===== src/rtl/pattern_sequencer.sv =====
// Frame-aligned test-pattern select: synchronised, debounced switches and optional auto-cycling.
// Auto-cycling (AUTO state, frame counter, auto debouncer) exists only when PATTERN_SEQ_AUTO_EN is defined.

module pattern_seq_debounce #(
    parameter int W      = 1,
    parameter int CYCLES = 4
) (
    input  logic         i_clk,
    input  logic         i_rst,
    input  logic [W-1:0] i_d,
    output logic [W-1:0] o_q
);
    localparam int CW = (CYCLES > 0) ? $clog2(CYCLES + 1) : 1;
    localparam logic [CW-1:0] LAST = CW'((CYCLES > 0) ? CYCLES - 1 : 0);

    logic [W-1:0]  prev_q;
    logic [W-1:0]  stable_q;
    logic [W-1:0]  stable_d;
    logic [CW-1:0] cnt_q;
    logic [CW-1:0] cnt_d;

    // cnt_q counts cycles the input has matched its previous value while differing from stable_q
    always_comb begin
        stable_d = stable_q;
        cnt_d    = '0;
        if (i_d == prev_q && i_d != stable_q) begin
            if (cnt_q == LAST) begin
                stable_d = i_d;
            end else begin
                cnt_d = cnt_q + CW'(1);
            end
        end
    end

    always_ff @(posedge i_clk) begin
        if (i_rst) begin
            prev_q   <= '0;
            stable_q <= '0;
            cnt_q    <= '0;
        end else begin
            prev_q   <= i_d;
            stable_q <= stable_d;
            cnt_q    <= cnt_d;
        end
    end

    assign o_q = stable_q;
endmodule

module pattern_sequencer #(
    parameter int DEBOUNCE_CYCLES    = 250000,
    parameter int FRAMES_PER_PATTERN = 60,
    parameter int NUM_PATTERNS       = 4
) (
    input  logic       i_clk,
    input  logic       i_rst,
    input  logic [1:0] i_sw,
    input  logic       i_auto,
    input  logic       i_nf,
    output logic [1:0] o_sel,
    output logic       o_changed,
    output logic       o_auto
);
    localparam logic [2:0] NUM_L    = 3'(NUM_PATTERNS);
    localparam logic [1:0] SEL_LAST = 2'(NUM_PATTERNS - 1);

    typedef enum logic [1:0] {
        MANUAL_IDLE    = 2'd0,
        MANUAL_PENDING = 2'd1
`ifdef PATTERN_SEQ_AUTO_EN
        , AUTO         = 2'd2
`endif
    } state_t;

    state_t     state_q;
    state_t     state_d;
    logic [1:0] sel_q;
    logic [1:0] sel_d;
    logic       changed_q;
    logic       changed_d;
    logic [1:0] sw_meta_q;
    logic [1:0] sw_sync_q;
    logic [1:0] sw_stable;
    logic       sw_pend;
    logic       auto_stable;

    always_ff @(posedge i_clk) begin
        if (i_rst) begin
            sw_meta_q <= '0;
            sw_sync_q <= '0;
        end else begin
            sw_meta_q <= i_sw;
            sw_sync_q <= sw_meta_q;
        end
    end

    pattern_seq_debounce #(
        .W      (2),
        .CYCLES (DEBOUNCE_CYCLES)
    ) u_sw_db (
        .i_clk (i_clk),
        .i_rst (i_rst),
        .i_d   (sw_sync_q),
        .o_q   (sw_stable)
    );

    // Codes outside the pattern range never create a pending change
    assign sw_pend = ({1'b0, sw_stable} < NUM_L) && (sw_stable != sel_q);

`ifdef PATTERN_SEQ_AUTO_EN
    localparam int FW = (FRAMES_PER_PATTERN > 1) ? $clog2(FRAMES_PER_PATTERN) : 1;
    localparam logic [FW-1:0] FLAST = FW'(FRAMES_PER_PATTERN - 1);

    logic          auto_meta_q;
    logic          auto_sync_q;
    logic [FW-1:0] fcnt_q;
    logic [FW-1:0] fcnt_d;

    always_ff @(posedge i_clk) begin
        if (i_rst) begin
            auto_meta_q <= 1'b0;
            auto_sync_q <= 1'b0;
        end else begin
            auto_meta_q <= i_auto;
            auto_sync_q <= auto_meta_q;
        end
    end

    pattern_seq_debounce #(
        .W      (1),
        .CYCLES (DEBOUNCE_CYCLES)
    ) u_auto_db (
        .i_clk (i_clk),
        .i_rst (i_rst),
        .i_d   (auto_sync_q),
        .o_q   (auto_stable)
    );

    always_ff @(posedge i_clk) begin
        if (i_rst) begin
            fcnt_q <= '0;
        end else begin
            fcnt_q <= fcnt_d;
        end
    end
`else
    logic auto_unused;
    assign auto_unused = i_auto;
    assign auto_stable = 1'b0;
`endif

    always_comb begin
        state_d   = state_q;
        sel_d     = sel_q;
        changed_d = 1'b0;
`ifdef PATTERN_SEQ_AUTO_EN
        fcnt_d    = '0;
`endif
        case (state_q)
            MANUAL_IDLE: begin
`ifdef PATTERN_SEQ_AUTO_EN
                if (auto_stable) begin
                    state_d = AUTO;
                end else
`endif
                if (sw_pend) begin
                    state_d = MANUAL_PENDING;
                end
            end
            MANUAL_PENDING: begin
`ifdef PATTERN_SEQ_AUTO_EN
                if (auto_stable) begin
                    state_d = AUTO;
                end else
`endif
                if (!sw_pend) begin
                    state_d = MANUAL_IDLE;
                end else if (i_nf) begin
                    sel_d     = sw_stable;
                    changed_d = 1'b1;
                    state_d   = MANUAL_IDLE;
                end
            end
`ifdef PATTERN_SEQ_AUTO_EN
            AUTO: begin
                fcnt_d = fcnt_q;
                // Leaving auto mode wins over a same-cycle advance
                if (!auto_stable) begin
                    state_d = sw_pend ? MANUAL_PENDING : MANUAL_IDLE;
                end else if (i_nf) begin
                    if (fcnt_q == FLAST) begin
                        fcnt_d = '0;
                        if (NUM_PATTERNS > 1) begin
                            sel_d     = (sel_q == SEL_LAST) ? 2'd0 : sel_q + 2'd1;
                            changed_d = 1'b1;
                        end
                    end else begin
                        fcnt_d = fcnt_q + FW'(1);
                    end
                end
            end
`endif
            default: state_d = MANUAL_IDLE;
        endcase
    end

    always_ff @(posedge i_clk) begin
        if (i_rst) begin
            state_q   <= MANUAL_IDLE;
            sel_q     <= '0;
            changed_q <= 1'b0;
        end else begin
            state_q   <= state_d;
            sel_q     <= sel_d;
            changed_q <= changed_d;
        end
    end

    assign o_sel     = sel_q;
    assign o_changed = changed_q;
    assign o_auto    = auto_stable;
endmodule


===== config.mk =====
export PLATFORM = sky130hd
export DESIGN_NAME = pattern_sequencer
export DESIGN_NICKNAME = d
export VERILOG_FILES = /design/src/rtl/pattern_sequencer.sv
export SDC_FILE = /design/constraint.sdc
export NUM_CORES = 1
export LEC_CHECK = 0
export BUFFER_PORTS_ARGS = -buffer_cell sky130_fd_sc_hd__buf_2
export CAP_MARGIN = 0
export CELL_PAD_IN_SITES_DETAIL_PLACEMENT = 1
export CELL_PAD_IN_SITES_GLOBAL_PLACEMENT = 1
export CORE_MARGIN = 3
export CORE_UTILIZATION = 48
export DETAILED_ROUTE_END_ITERATION = 12
export GPL_TIMING_DRIVEN = 0
export PLACE_DENSITY_LB_ADDON = 0.1
export SYNTH_ARGS = -nofsm -noshare
export SYNTH_HDL_FRONTEND = slang
export SYNTH_SLANG_ARGS = --single-unit

===== constraint.sdc =====
create_clock -name i_clk -period 3.28 [get_ports i_clk]
set_input_delay 0.164 -clock i_clk [delete_from_list [all_inputs] [get_ports i_clk]]
set_output_delay 0.164 -clock i_clk [all_outputs]
set_load 0.01 [all_outputs]

==> impl_metrics.csv <==
group,metric,value,unit
power_and_ir_drop,p_leak,0.5227,nW
synthesis,synthFlopType,"dfxtp_1",
timing,setup_ws,1.420,ns
clocking,cts_tree,"done",
synthesis,synth_seq_cells,30,
setup_path,slowest_delay,0.42,ns
placement,gp_congestion,0.7831,
setup_path,reg2reg_slack,1.42,ns
outcome,status,"finished clean",
synthesis,synth_nets,143,
clocking,postCtsResizedCells,0,
floorplan,dieArea,3415,um^2
timing,finalClockSkew,0.006100,ns
finish,synthToLayoutAreaGrowth,13.93,%
global_routing,grt_overflow,0,
global_routing,grt_max_degree,11,
setup_path,worst_ep_required_time,3.52,ns
floorplan,die_y,58.44,um
global_routing,antenna_found_initial,0,
synthesis,synth_most_common_cell,"dfxtp_1",
floorplan,initial_core_util,51.87,%
timing,fmax,537.7,MHz
synthesis,synthTopCellsByCount,"dfxtp_1, nor2_1, xnor2_1, inv_1, nor2b_1",
power_and_ir_drop,vdd_drop_max,0.3670,mV
clocking,clock_tree.buffer_depth,2,
synthesis,synth_top_area_share,45.50,%
clocking,cts_root_buffer,"clkbuf_4",
finish,fin_nets,157,
synthesis,synth_area,1320,um^2
synthesis,synth_top_cell_by_area,"dfxtp_1",
setup_path,endpoint_kind,"flip-flop",
placement,port_buffers,7,
routing,drt_first_pass_iters,4,
timing,period_needed,1.860,ns
min_path,holdCritPathClass,"in2reg",
routing,final_antenna_net_count,0,
floorplan,core-area,2545,um^2
routing,vias,1020,
run,drv_cap,0,
routing,drc,0,
setup_path,crit_slowest_cell,"dfxtp_1",
setup_path,startpoint_type,"flip-flop",
setup_path,crit_fanout,5,
timing,fin_crit_sh,56.70,%
clocking,cts_sinks,30,
clocking,cts_hold_buf,0,
setup_path,worst-setup-path-type,"reg2reg",
clocking,insertion_delay,0.34,ns
finish,fillCellCount,304,
floorplan,ios,10,
finish,regArea,600.6,um^2
clocking,clk_transition_reported_paths,0.10,ns
synthesis,syn_inst,136,
routing,wl,3079,um
global_routing,grt_usage,21.21,%
global_routing,grt_pass1_vias,1088,
finish,fin_util,59.10,%
placement,dp_hpwl,2090,um
synthesis,synth_edf_count,0,
placement,post-place-ws,1.471,ns
timing,rsz0062_at_grt,"no",
timing,slew_violations,0,
clocking,cts_setup_buffers,0,
finish,drive_gt1_share,19.87,%
setup_path,worstPathCellList,"ha_1 > and4_1 > nand4_2 > nor3_2 > mux2_2",
clocking,htree_levels,2,
global_routing,grt_pass1_wl,5299,um
setup_path,ff2ff_path_depth,5,
synthesis,yosysUniqueCellTypes,33,
min_path,hold_depth,2,
power_and_ir_drop,power_density,524.5,nW/um^2
timing,fin_tns_setup,0,ns
floorplan,die_w,58.44,um
synthesis,synth_area_per_cell,9.706,um^2
synthesis,synth-warning-count,0,
routing,routedWlPerCell,17.01,um
timing,setup_viol,0,
finish,antenna_cells,0,
synthesis,ys_seq_area_share,45.50,%
synthesis,yosys-top-cells-area,"dfxtp_1, xnor2_1, nor2_1",
routing,detail_route.iter0.violations,22,
routing,routed_via_density,5.635,
synthesis,synthArstFlopShare,0,%
clocking,cts_buffers,5,
floorplan,rows,18,
finish,multi_input_area,661.9,um^2
timing,finalHoldViolCount,0,
setup_path,crit_arrival,2.10,ns
-- state kept, by name (all words and copies together) (netlist names) --
| signal | flops |
|---|---|
| o_changed | 1 |
| o_sel | 2 |
| state_q | 1 |
| sw_meta_q | 2 |
| sw_sync_q | 2 |
| u_sw_db.cnt_q | 18 |
| u_sw_db.o_q | 2 |
| u_sw_db.prev_q | 2 |
-- routing by layer --
metal	vias to the layer above	wire length, um	GRT usage (%)	part of all wire (%)
met5	-	0	0	0
met4	0	78	11.92	2.5
met3	7	127	4.605	4.1
met2	26	1527	35.57	50
met1	496	1347	24.90	44
li1	491	-	-	-
-- cells by family after synthesis --
family / synth area share [%]
adder cells (fa/ha/maj): 0.9477
other: 0.2841
AND/OR/NAND/NOR: 27.58
multiplexers: 1.706
buffers and inverters: 4.360
flip-flops: 45.50
XOR/XNOR: 13.93
AO/OA/AOI/OAI: 5.688
-- layout by cell type (no fill, tap or decap), drive strengths merged, types with 2 or more instances in the layout --
cell type / netlist / routed
dfxtp: 30 / 30
nor2: 19 / 19
xnor2: 16 / 16
buf: 3 / 10
nand4: 9 / 9
nor2b: 8 / 8
inv: 8 / 8
nor4: 7 / 7
clkbuf: 1 / 7
nand3: 6 / 6
xor2: 5 / 5
nand2: 5 / 5
a21oi: 3 / 3
nor3: 3 / 3
mux2: 2 / 2
bufinv: 0 / 2
-- report_power, final --
part / switching (W) / internal, W
Clock: 0.000140 / 0.000258
Combinational: 0.0000115 / 0.00000879
Sequential: 0.00000241 / 0.000368
-- per-stage QoR --
stage,total power (W),instance area [um^2],hold slack (ns),cells
detailed placement,0.0003980,1393,0.3876,173
global placement,0.0003970,1393,0.3781,173
global route,0.0008106,1504,0.04946,181
CTS,0.0007969,1504,0.02764,181
finish,0.0007889,1504,0.03265,181
floorplan,0.0003915,1320,0.2441,136
-- final timing paths --
kind / start / end
worst max-delay path: u_sw_db.cnt_q[0] / u_sw_db.o_q[1]
worst min-delay path: i_sw[0] / sw_meta_q[0]
worst max register to register: u_sw_db.cnt_q[0] / u_sw_db.o_q[1]
worst min register to register: sw_meta_q[1] / sw_sync_q[1]
-- worst max-delay path: cells and delay by family (launching register included) --
family                     cells  cell delay, ns
muxes                          1            0.36
DFF                            1            0.42
and+or+nand+nor                3            0.72
adders and majority gates      1            0.25
-- area by class of cell --
cell class / instances / share of cell area, %
Buffer: 4 / 1.830
Sequential cell: 30 / 39.93
Multi-Input combinational cell: 94 / 44.01
Tap cell: 30 / 2.496
Inverter: 8 / 1.997
Timing Repair Buffer: 7 / 2.329
Clock inverter: 2 / 3.993
Clock buffer: 6 / 3.411
Note: power is estimated with default switching activity, not from simulation.
